--- src/rtl/seq_detector.sv ---
// rtl/seq_detector.sv - serial PATTERN detector with match pulse and saturating hit count
// Optional SEQ_DET_CLEAR_EN adds a synchronous Clear input that empties window, fill state and count.
module seq_detector #(
  parameter int             N       = 4,
  parameter logic [N-1:0]   PATTERN = 4'b1011,
  parameter int             OVERLAP = 1,
  parameter int             CW      = 8
) (
  input  logic          Clock,
  input  logic          Resetn,
  input  logic          Enable,
`ifdef SEQ_DET_CLEAR_EN
  input  logic          Clear,
`endif
  input  logic          Din,
  output logic          Match,
  output logic [CW-1:0] Count,
  output logic [N-1:0]  Shift
);

  localparam int FW = $clog2(N);
  localparam logic [FW-1:0] FILL_LAST = FW'(N - 1);

  typedef enum logic {FILL, HUNT} state_t;

  state_t          state, state_nxt;
  logic [FW-1:0]   fill_cnt, fill_nxt;
  logic [N-1:0]    shift_nxt;
  logic [N-1:0]    window;
  logic [CW-1:0]   count_nxt;
  logic            match_nxt;
  logic            hit;

  assign window = {Shift[N-2:0], Din};
  // A window only counts once N bits have arrived since reset (or since the last match without overlap).
  assign hit    = (window == PATTERN) && ((state == HUNT) || (fill_cnt == FILL_LAST));

  always_comb begin
    state_nxt = state;
    fill_nxt  = fill_cnt;
    shift_nxt = Shift;
    count_nxt = Count;
    match_nxt = 1'b0;

    if (Enable) begin
      shift_nxt = window;
      if (state == FILL) begin
        if (fill_cnt == FILL_LAST) begin
          state_nxt = HUNT;
          fill_nxt  = '0;
        end else begin
          fill_nxt  = fill_cnt + 1'b1;
        end
      end
      if (hit) begin
        match_nxt = 1'b1;
        count_nxt = (&Count) ? Count : Count + 1'b1;
        if (OVERLAP == 0) begin
          state_nxt = FILL;
          fill_nxt  = '0;
        end else begin
          state_nxt = HUNT;
        end
      end
    end

`ifdef SEQ_DET_CLEAR_EN
    if (Clear) begin
      state_nxt = FILL;
      fill_nxt  = '0;
      shift_nxt = '0;
      count_nxt = '0;
      match_nxt = 1'b0;
    end
`endif
  end

  always_ff @(posedge Clock or negedge Resetn) begin
    if (!Resetn) begin
      state    <= FILL;
      fill_cnt <= '0;
      Shift    <= '0;
      Count    <= '0;
      Match    <= 1'b0;
    end else begin
      state    <= state_nxt;
      fill_cnt <= fill_nxt;
      Shift    <= shift_nxt;
      Count    <= count_nxt;
      Match    <= match_nxt;
    end
  end

endmodule

--- config.mk ---
export PLATFORM = sky130hd
export DESIGN_NAME = seq_detector
export DESIGN_NICKNAME = d
export VERILOG_FILES = /design/src/rtl/seq_detector.sv
export SDC_FILE = /design/constraint.sdc
export NUM_CORES = 1
export LEC_CHECK = 0
export CORE_MARGIN = 3
export CORE_UTILIZATION = 52
export DETAILED_ROUTE_END_ITERATION = 6
export DONT_BUFFER_PORTS = 1
export PLACE_DENSITY_LB_ADDON = 0.1
export SYNTH_ARGS = -nofsm -noshare
export SYNTH_HDL_FRONTEND = slang
export SYNTH_SLANG_ARGS = --single-unit
--- constraint.sdc ---
create_clock -name Clock -period 1.6 [get_ports Clock]
set_input_delay 0.32 -clock Clock [delete_from_list [all_inputs] [get_ports Clock]]
set_output_delay 0.32 -clock Clock [all_outputs]
set_load 0.1 [all_outputs]
### Word level (Yosys, flattened, before mapping)

Cells that the tools add are included.
Widths: inputs -> output; s select.

| word-level totals | value |
|---|---|
| bits in registers | 16 |
| input bits | 4 |
| logic and storage cells | 22 |
| output and inout port bits | 13 |

| cells by class | value |
|---|---|
| equality and inequality tests | 2 |
| reduce and logical (&&, ||, !) cells | 5 |
| add/subtract/negate cells | 2 |
| bitwise operators | 2 |
| multiplexer cells | 6 |

Operator list:

| operator | number |
|---|---|
| $add 8x1->8 const B | 1 |
| $reduce_and 8->1 | 1 |
| $mux 1 | 5 |
| $eq 4x4->1 const B | 1 |
| $reduce_and 3->1 | 1 |
| $add 2x1->2 const B | 1 |
| $eq 2x2->1 const B | 1 |
| $mux 2 | 1 |
| $not 1->1 | 2 |
| $reduce_and 2->1 | 1 |
| $logic_and 1x1->1 | 1 |
| $logic_or 1x1->1 | 1 |

### Depth between registers and ports, before layout

Gate-level depths: netlist of run 1.

| logic depth | value |
|---|---|
| word-level depth | 5 |
| depth in mapped cells | 6 |
| mapped depth without buffers | 5 |

### Worst setup path before layout of run 1

No wires, ideal clock.

| timing path | value |
|---|---|
| path kind | register to register |
| start point | register Shift[0] |
| end point | register Count[1] |
| arrival time | 2.049 ns |
| slack | -0.574 ns |
| cell stages (with the launch flop) | 6 |
| library setup time | 0.126 ns |
| data required time | 1.474 ns |
| cells stage by stage | dfrtp_1 nand3b_1 or3_4 buf_6 nor2_1 mux2_2 |

| between the ends | value |
|---|---|
| longest elaborated chain between the ends | 3 |

Ends and longest elaborated chain:

| what | RTL line | text |
|---|---|---|
| start: declaration | 18 | `output logic [N-1:0] Shift` |
| start signal: assignment | 88 | `Shift <= shift_nxt;` |
| $eq 4x4->1 | 36 | `assign hit = (window == PATTERN) && ((state == HUNT) \|\| (fill_cnt == FILL_LAST));` |
| $logic_and 1x1->1 | 36 |  |
| $reduce_and 3->1 (no line) | -- |  |
| end signal: assignment | 89 | `Count <= count_nxt;` |
| end: declaration | 17 | `output logic [CW-1:0] Count,` |

No other way between the ends.
A chain may end at the register's enable or synchronous reset.

### Worst setup path after layout of run 1

| timing path | value |
|---|---|
| start point | register Shift[1] |
| end point | register Count[1] |

The elaborated chain is that of the path after synthesis.

==> results of run 1 <==
power breakdown:
group / internal [mW] / switching, mW / leakage [nW]
registers: 0.494 / 0.0488 / 0.185
clock network: 0.139 / 0.133 / 0.0210
logic: 0.181 / 0.509 / 0.235
total: 0.813 / 0.690 / 0.441
worst max-delay path: stages (launching register included):
cell and delay [ns]:
dfrtp_4 0.48, nand3b_1 0.19, or3_4 0.43, nor2_4 0.14, mux2_4 0.30
Yosys cell counts, types with 2 or more instances:
cell / count
dfrtp_1: 16
xor2_1: 7
mux2_2: 6
nor2_1: 3
and4_1: 2
buf_6: 2
ha_1: 2
inv_1: 2
nand2_1: 2
nand3_1: 2
nor4b_2: 2
cells by family after synthesis:
| group | count (synthesis) | synth area share [%] |
|---|---|---|
| XOR/XNOR | 7 | 8.11 |
| adder cells (fa/ha/maj) | 2 | 3.31 |
| AO/OA/AOI/OAI | 2 | 1.66 |
| multiplexers | 6 | 8.94 |
| buffers and inverters | 5 | 4.64 |
| AND/OR/NAND/NOR | 19 | 20.4 |
| flip-flops | 16 | 53.0 |
cell type report:
class,count,area share [%]
Clock buffer,4,3.65
Inverter,2,0.756
Multi-Input combinational cell,36,37.3
Sequential cell,16,42.9
Tap cell,15,1.89
Timing Repair Buffer,17,13.5
metrics by stage:
step	total power, mW	utilization [%]	hold slack [ns]	std cells	cell area (um^2)
after global routing	1.57	74.5	0.130	90	993
final	1.50	74.5	0.136	90	993
after detailed placement	1.20	67.0	0.0248	84	893
after global placement	1.18	67.0	0.0248	84	893
after CTS	1.49	72.7	0.142	90	970
after floorplan	1.06	-	0.0244	57	792
path summary, 6_finish.rpt:
| path | end | cells past startpoint |
|---|---|---|
| setup / recovery | Count[1] | 4 |
| setup reg to reg | Count[1] | 4 |
| max in group asynchronous | Shift[1] | 1 |
| min in group asynchronous | Count[3] | 1 |
| hold / removal | Shift[0] | 1 |
| hold reg to reg | state | 1 |
state kept, by name (all words and copies together) (netlist names):
signal    cells
Count         8
Match         1
Shift         4
fill_cnt      2
state         1
what timing repair did:
action                                  CTS  global route
endpoints found under the setup margin    5             8
pin swaps                                 0             6
endpoints found under the hold margin    16             0
resized for setup                         4             5
hold buffers                              1             0
setup buffers                             1             0
cloned                                    0             0
metal layers:
layer | up-vias | part of all wire [%] | track usage, %
li1 | 230 | - | -
met1 | 241 | 36 | 17.7
met2 | 16 | 55 | 33.4
met3 | 7 | 5.7 | 4.47
met4 | 0 | 3.0 | 9.04
met5 | - | 0 | 0
==> run_results.csv, run 1 <==
group,metric,value,unit
run_status,status,"finished with violations",
run_status,violations,"negative setup slack",
cells_and_area,num-fill-cells,90,
synth,synth_ff_type,"dfrtp_1",
cells_and_area,layout_common_cells,"buf_4 (15), dfrtp_2 (6), xor2_1 (6)",
global_route,grt_pass1_vias,565,
worst_setup_path,critPathCaptureType,"flip-flop",
cells_and_area,area_growth,31.5,%
synth,ys_top_cells_by_area,"dfrtp_1 (53%), mux2_2 (8.9%), xor2_1 (8.1%), nor4b_2 (4.0%), ha_1 (3.3%)",
timing,min_period,1.65,ns
worst_setup_path,cp.required,1.79,ns
timing,worst_slew_pin_slew,0.701,ns
power,p_per_area,1510,nW/um^2
cells_and_area,drive_above_1_share,62.7,%
timing,finalWorstSetupSlack,-0.0491,ns
worst_setup_path,crit_start,"Shift[1]",
synth,synthArstFlopShare,100,%
worst_setup_path,critical_path.max_fanout,7,
timing,timing.final.crit_share,103,%
worst_setup_path,reg2reg_setup_slack,-0.05,ns
timing,relSlewSlack,53.1,%
timing,hold_viol_final,0,
cells_and_area,regArea,427,um^2
drt,avgRoutedWirePerCell,16.7,um
timing,fmaxAchievable,606,MHz
worst_setup_path,start_kind,"flip-flop",
global_route,grt_max_degree,17,
synth,synthCells,57,
placed_design,place_ws,-0.0567,ns
drt,avgViaCountPerCell,5.49,
cts,cts_buffers,3,
floorplanning,ios,17,
global_route,grt_pass1_wl,2500,um
cells_and_area,final_common_cell,"buf_4",
synth,yosysTopAreaCellShare,53.0,%
synth,syn_avg_cell_area,13.3,um^2
cts,clockBufferDepth,2,
cells_and_area,multi_input_area,370,um^2
synth,synth_edf_count,0,
drt,detail_route.iter0.violations,3,
power,p_leak,0.441,nW
timing,tns,-0.128,ns
synth,yosysTopAreaCell,"dfrtp_1",
worst_setup_path,crit_arrival,1.84,ns
cts,clock-sinks,16,
power,worst_ir_drop_vdd,1.32,mV
cts,path_clk_slew,0.10,ns
timing,slew_viol_final,0,
global_route,grt_usage,17.8,%
drt,antenna_left,0,
floorplanning,coreArea,1330,um^2
worst_hold_path,worst_hold_path_type,"primary input to flip-flop",
placed_design,dp_hpwl,1070,um
synth,ys_seq_area_share,53.0,%
floorplanning,rows,13,
global_route,antenna_found_initial,0,
floorplanning,die-area,1950,um^2
placed_design,io_buffer_count,0,
drt,drcViolationCount,0,
drt,vias,494,
synth,yosysWarnings,0,
drt,drt-total-wl,1510,um
cts,clk_latency,0.29,ns
worst_setup_path,r2r_start,"Shift[1]",
floorplanning,initial_core_util,56.7,%
cells_and_area,antenna_cells,0,
worst_hold_path,min_from,"Enable",
cts,htreeDepth,1,
placed_design,globalplace.congestion,0.774,
synth,syn-cell-area,756,um^2
synth,synth_seq_cells,16,
drt,firstDrtPassIters,4,
cells_and_area,nNetsFinal,82,
cts,cts_tree,"built",
timing,finalClockSkew,0.00733,ns
global_route,globalRouteOverflowTotal,0,
synth,syn-num-nets,63,
floorplanning,fp.dieW,44.1,um
run,drv_cap,0,
synth,synth.distinct_cells,22,
timing,rsz0062_at_grt,"yes",
timing,finalSetupViolations,3,
worst_setup_path,worstSetupPathType,"flip-flop to flip-flop",
cts,cts_root_buf,"clkbuf_4",
floorplanning,die_y,44.1,um
No activity file was read; power rests on OpenSTA's default activity.
==> run 2, diff against run 1 <==
--- a/config.mk
+++ b/config.mk
@@ -6,7 +6,7 @@
 export NUM_CORES = 1
 export LEC_CHECK = 0
 export CORE_MARGIN = 3
-export CORE_UTILIZATION = 52
+export CORE_UTILIZATION = 55
 export DETAILED_ROUTE_END_ITERATION = 6
 export DONT_BUFFER_PORTS = 1
 export PLACE_DENSITY_LB_ADDON = 0.1
==> constraint.sdc (replaced) <==
create_clock -name Clock -period 2 [get_ports Clock]
set_input_delay 0.4 -clock Clock [delete_from_list [all_inputs] [get_ports Clock]]
set_output_delay 0.4 -clock Clock [all_outputs]
set_load 0.1 [all_outputs]
==> run 2 against run 1 <==
The flow now finishes without violations. Utilization fell by 0.11 points. Final cell count fell by 5.6%. Combinational power fell by 32%. Clock skew fell by 0.0056 ns. Count of clock-buffer cells in the layout did not move. Clock power fell by 21%. Highest routed layer unchanged.
==> run_results.csv, run 2 (synthesis gave the netlist of run 1 again) <==
group,metric,value,unit
run_status,status,"finished, final reports clean",
timing,rsz0062_at_grt,"no",
worst_setup_path,rr_worst_depth,5,
global_route,grt_usage,17.3,%
cts,cts_root_buf,"clkbuf_4",
cts,cts_tree,"built",
cts,clockBufferDepth,2,
worst_hold_path,min_from,"Enable",
drt,avgRoutedWirePerCell,16.6,um
power,pwr-share-seq,40.8,%
drt,avgViaCountPerCell,5.58,
cells_and_area,layout_common_cells,"buf_4 (12), dfrtp_2 (9), dfrtp_1 (7), xor2_1 (7), mux2_2 (6)",
worst_setup_path,cp.required,2.18,ns
floorplanning,rows,12,
cts,clk_latency,0.29,ns
worst_setup_path,r2r_start,"fill_cnt[0]",
run,drv_cap,0,
floorplanning,die_y,43.1,um
drt,firstDrtPassIters,4,
global_route,grt_pass1_vias,508,
worst_hold_path,worst_hold_path_type,"primary input to flip-flop",
floorplanning,ios,17,
drt,drcViolationCount,0,
placed_design,globalplace.congestion,0.722,
drt,antenna_left,0,
cells_and_area,nNetsFinal,78,
worst_setup_path,crit_arrival,1.94,ns
cts,clock-sinks,16,
worst_hold_path,hold_path_depth,1,
drt,vias,474,
timing,finalClockSkew,0.00171,ns
power,comb_power_share,40.6,%
timing,timing.final.crit_share,87.6,%
worst_setup_path,critPathCaptureType,"flip-flop",
worst_setup_path,reg2reg_setup_slack,0.25,ns
cells_and_area,drive_above_1_share,52.1,%
worst_setup_path,max_stage_delay,0.43,ns
power,p_per_area,1290,nW/um^2
worst_setup_path,crit_chain,"ha_1 > nor2_1 > or3_4 > nor2_1 > mux2_2",
cells_and_area,top_register,"Count",
global_route,antenna_found_initial,0,
power,worst_ir_drop_vdd,0.824,mV
cells_and_area,reg_top3,"Count x8, Shift x4, fill_cnt x2",
worst_setup_path,r2r_end,"Count[1]",
drt,detail_route.iter0.violations,6,
cells_and_area,final_common_cell,"buf_4",
drt,drt-total-wl,1410,um
cells_and_area,area_growth,18.2,%
floorplanning,die-area,1860,um^2
floorplanning,coreArea,1200,um^2
timing,fmaxAchievable,571,MHz
cts,htreeDepth,1,
timing,slew_viol_final,0,
worst_setup_path,cpMostUsedCell,"nor2_1",
worst_setup_path,worstSetupPathType,"flip-flop to flip-flop",
power,p_switching,536,uW
worst_hold_path,whs_endpoint,"state",
power,power_frac_clock,18.6,%
power,p_leak,0.420,nW
timing,min_period,1.75,ns
power,finalPower,1.15,mW
cells_and_area,num-fill-cells,86,
worst_setup_path,crit_slowest_cell,"or3_4",
timing,tns,0,ns
timing,worst_slew_pin_slew,0.898,ns
power,p_int,614,uW
timing,hold_viol_final,0,
timing,finalSetupViolations,0,
cts,post_cts_resized,0,
cells_and_area,antenna_cells,0,
worst_setup_path,crit_start,"fill_cnt[0]",
global_route,globalRouteOverflowTotal,0,
global_route,grt_max_degree,17,
floorplanning,fp.dieW,43.1,um
worst_setup_path,critical_path.max_fanout,8,
timing,relSlewSlack,40.1,%
floorplanning,initial_core_util,62.9,%
worst_setup_path,start_kind,"flip-flop",
placed_design,io_buffer_count,0,
power,p_sw_share,46.6,%
cts,cts_buffers,3,
cts,path_clk_slew,0.09,ns
cells_and_area,largest_reg_flops,8,
global_route,grt_pass1_wl,2300,um
placed_design,dp_hpwl,1110,um
run 2: changes by cell type in the layout (fill, tap and decap cells not counted), moves of 2 or more:
cell and change:
buf_4 -3, dfrtp_2 +3, nor4b_2 +2, dfrtp_4 -5, nor4b_4 -2, dfrtp_1 +2
run 2: power by group through the flow:
stage	clock network [mW]	logic [mW]	registers, mW
floorplan	0	0.0980	0.748
global placement	0	0.451	0.467
detailed placement	0	0.466	0.476
CTS	0.218	0.473	0.470
global route	0.233	0.497	0.477
finish	0.214	0.467	0.469
run 2: through the flow:
stage	std cells	util, %	worst slack [ns]	area (um^2)	hold slack, ns
after floorplan	57	-	0.0701	767	0.104
after global placement	80	70.5	0.330	847	0.105
after detailed placement	80	70.5	0.256	847	0.105
after CTS	85	74.4	0.242	893	0.226
after global routing	85	74.4	0.166	893	0.220
final	85	74.4	0.248	893	0.225
run 2: per-layer routing:
layer | part of all wire (%) | routed length [um] | track usage [%] | vias up
met2 | 50 | 710 | 29.9 | 14
met1 | 41 | 582 | 18.2 | 228
li1 | - | - | - | 226
met3 | 6.2 | 87 | 7.20 | 6
met5 | 0 | 0 | 0 | -
met4 | 2.1 | 30 | 7.23 | 0
run 2: layout make-up:
class | count | area, um^2 | share of cell area (%)
timing repair buffer | 13 | 100 | 11.2
sequential | 16 | 412 | 46.1
tap | 14 | 17.5 | 1.96
clock buffer | 4 | 36.3 | 4.06
multi-input combinational | 36 | 320 | 35.9
inverter | 2 | 7.51 | 0.840
run 2: critical path, delay by kind of cell, from the launching register on:
kind          cells  cell delay (ns)
simple gates      3             0.70
fa+ha+maj         1             0.20
mux               1             0.36
flops             1             0.39
run 2: worst max-delay path by stage:
stage	to	slack, ns	cells after the start
after CTS	Count[1]	0.24	5
after global routing	Count[1]	0.17	5
after detailed placement	Count[1]	0.26	5
after floorplan	Count[1]	0.07	5
final	Count[1]	0.25	5
after global placement	Count[1]	0.33	5
run 2: repair_timing:
| action | 4_1_cts | 5_1_grt |
|---|---|---|
| hold buffers | 1 | 0 |
| setup buffers | 0 | 0 |
| endpoints found under the hold margin | 16 | 0 |
==> run 3, diff against run 2 <==
--- a/config.mk
+++ b/config.mk
@@ -5,11 +5,13 @@
 export SDC_FILE = /design/constraint.sdc
 export NUM_CORES = 1
 export LEC_CHECK = 0
+export CAP_MARGIN = 10
 export CORE_MARGIN = 3
 export CORE_UTILIZATION = 55
 export DETAILED_ROUTE_END_ITERATION = 6
 export DONT_BUFFER_PORTS = 1
 export PLACE_DENSITY_LB_ADDON = 0.1
+export REMOVE_ABC_BUFFERS = 1
 export SYNTH_ARGS = -nofsm -noshare
 export SYNTH_HDL_FRONTEND = slang
 export SYNTH_SLANG_ARGS = --single-unit
==> run 3 against run 2 <==
Via count fell by 0.84%. Largest cell class unchanged. Critical path type unchanged. Worst hold slack improved by 0.0015 ns. Highest routed layer unchanged. Sequential power fell by 2%.
==> run_results.csv, run 3 (synthesis gave the netlist of run 1 again) <==
group,metric,value,unit
power,p_per_area,1300,nW/um^2
cells_and_area,reg_top3,"Count x8, Shift x4, fill_cnt x2",
cells_and_area,antenna_cells,0,
floorplanning,rows,12,
worst_setup_path,cp.required,2.17,ns
timing,fmaxAchievable,566,MHz
cells_and_area,num-fill-cells,90,
worst_setup_path,reg2reg_setup_slack,0.23,ns
run_status,status,"finished, final reports clean",
cells_and_area,nNetsFinal,78,
cells_and_area,regArea,400,um^2
global_route,grt_pass1_wl,2300,um
worst_setup_path,crit_arrival,1.94,ns
placed_design,place_area,836,um^2
placed_design,dp_hpwl,1090,um
drt,vias,470,
timing,rsz0062_at_grt,"no",
worst_hold_path,hold_path_depth,1,
floorplanning,initial_core_util,62.9,%
power,worst_ir_drop_vdd,0.998,mV
floorplanning,die_y,43.1,um
timing,finalSetupViolations,0,
cts,clk_latency,0.28,ns
cts,cts_buffers,3,
placed_design,io_buffer_count,0,
placed_design,globalplace.congestion,0.668,
placed_design,dp.cells,80,
worst_setup_path,cpMostUsedCell,"nor2_1",
power,finalPower,1.14,mW
cells_and_area,layout_common_cells,"dfrtp_1 (16), buf_4 (12), xor2_1 (7), mux2_2 (6)",
cells_and_area,final_cells,85,
global_route,antenna_found_initial,0,
floorplanning,die-area,1860,um^2
cells_and_area,multi_input_area,320,um^2
worst_setup_path,critical_path.max_fanout,8,
worst_setup_path,start_kind,"flip-flop",
floorplanning,fp.dieW,43.1,um
power,p_leak,0.431,nW
drt,firstDrtPassIters,1,
worst_setup_path,rr_worst_depth,5,
drt,avgViaCountPerCell,5.53,
worst_setup_path,crit_chain,"ha_1 > nor2_1 > or3_4 > nor2_1 > mux2_2",
cts,path_clk_slew,0.09,ns
cts,cts_tree,"built",
timing,worst_slew_pin_slew,0.906,ns
worst_hold_path,worst_hold_path_type,"primary input to flip-flop",
timing,timing.final.crit_share,88.4,%
global_route,globalRouteOverflowTotal,0,
cts,htreeDepth,1,
worst_setup_path,max_stage_delay,0.43,ns
cells_and_area,final_area,882,um^2
drt,avgRoutedWirePerCell,15.5,um
global_route,grt_usage,16.5,%
timing,slew_viol_final,0,
cells_and_area,area_growth,16.7,%
cells_and_area,final_common_cell,"dfrtp_1",
cts,clock-sinks,16,
drt,antenna_left,0,
timing,relSlewSlack,39.6,%
drt,detail_route.iter0.violations,0,
timing,tns,0,ns
cts,cts_root_buf,"clkbuf_4",
cells_and_area,drive_above_1_share,39.4,%
cts,clockBufferDepth,2,
timing,finalClockSkew,0.00467,ns
drt,drt-total-wl,1320,um
worst_setup_path,worstSetupPathType,"flip-flop to flip-flop",
global_route,grt_pass1_vias,530,
drt,drcViolationCount,0,
timing,hold_viol_final,0,
worst_setup_path,critPathCaptureType,"flip-flop",
cells_and_area,final_util,73.4,%
floorplanning,ios,17,
global_route,grt_max_degree,17,
floorplanning,coreArea,1200,um^2
timing,min_period,1.77,ns
cells_and_area,largest_reg_flops,8,
run,drv_cap,0,
worst_setup_path,crit_slowest_cell,"or3_4",
cells_and_area,top_register,"Count",
[run 3: changes by cell type in the layout (fill, tap and decap cells not counted)]
cell / change
dfrtp_2: -9
dfrtp_1: +9
[run 3: area by class of cell]
class	count	area share (%)
repair buffers	13	11.3
flip-flops and latches	16	45.4
multi-input cells	36	36.3
well taps	14	1.99
inverters	2	0.851
clock buffers	4	4.11
[run 3: report_power, final]
| part | internal (mW) | switching [mW] | leakage, nW |
|---|---|---|---|
| Combinational | 0.114 | 0.364 | 0.210 |
| Sequential | 0.385 | 0.0735 | 0.200 |
| Clock | 0.111 | 0.0950 | 0.0210 |
[run 3: worst paths after layout]
kind,to,startpoint
max,Count[1],fill_cnt[0]
min,Shift[0],Enable
max reg2reg,Count[1],fill_cnt[0]
min reg2reg,state,state
max in group asynchronous,Shift[0],Resetn
min in group asynchronous,Count[4],Resetn
[run 3: timing repair]
action | CTS | global route
setup buffers | 0 | 0
hold buffers | 1 | 0
endpoints found under the hold margin | 16 | 0
gates resized for setup | 0 | 0
[run 3: critical path, delay by kind of cell, from the launching register on]
family | cells | cell delay [ns]
muxes | 1 | 0.36
and+or+nand+nor | 3 | 0.71
DFF | 1 | 0.38
adders and majority gates | 1 | 0.21
[run 3: per-layer routing]
metal	track usage, %	up-vias	part of all wire [%]
li1	-	226	-
met1	20.0	226	37
met3	4.24	4	7.1
met4	3.61	0	1.1
met2	29.3	14	55
met5	0	-	0
[run 3: stage by stage]
| step | setup WS (ns) | hold slack (ns) |
|---|---|---|
| after floorplan | -0.167 | 0.104 |
| after global placement | 0.333 | 0.105 |
| after detailed placement | 0.217 | 0.105 |
| after CTS | 0.202 | 0.221 |
| after global routing | 0.100 | 0.198 |
| final | 0.232 | 0.226 |
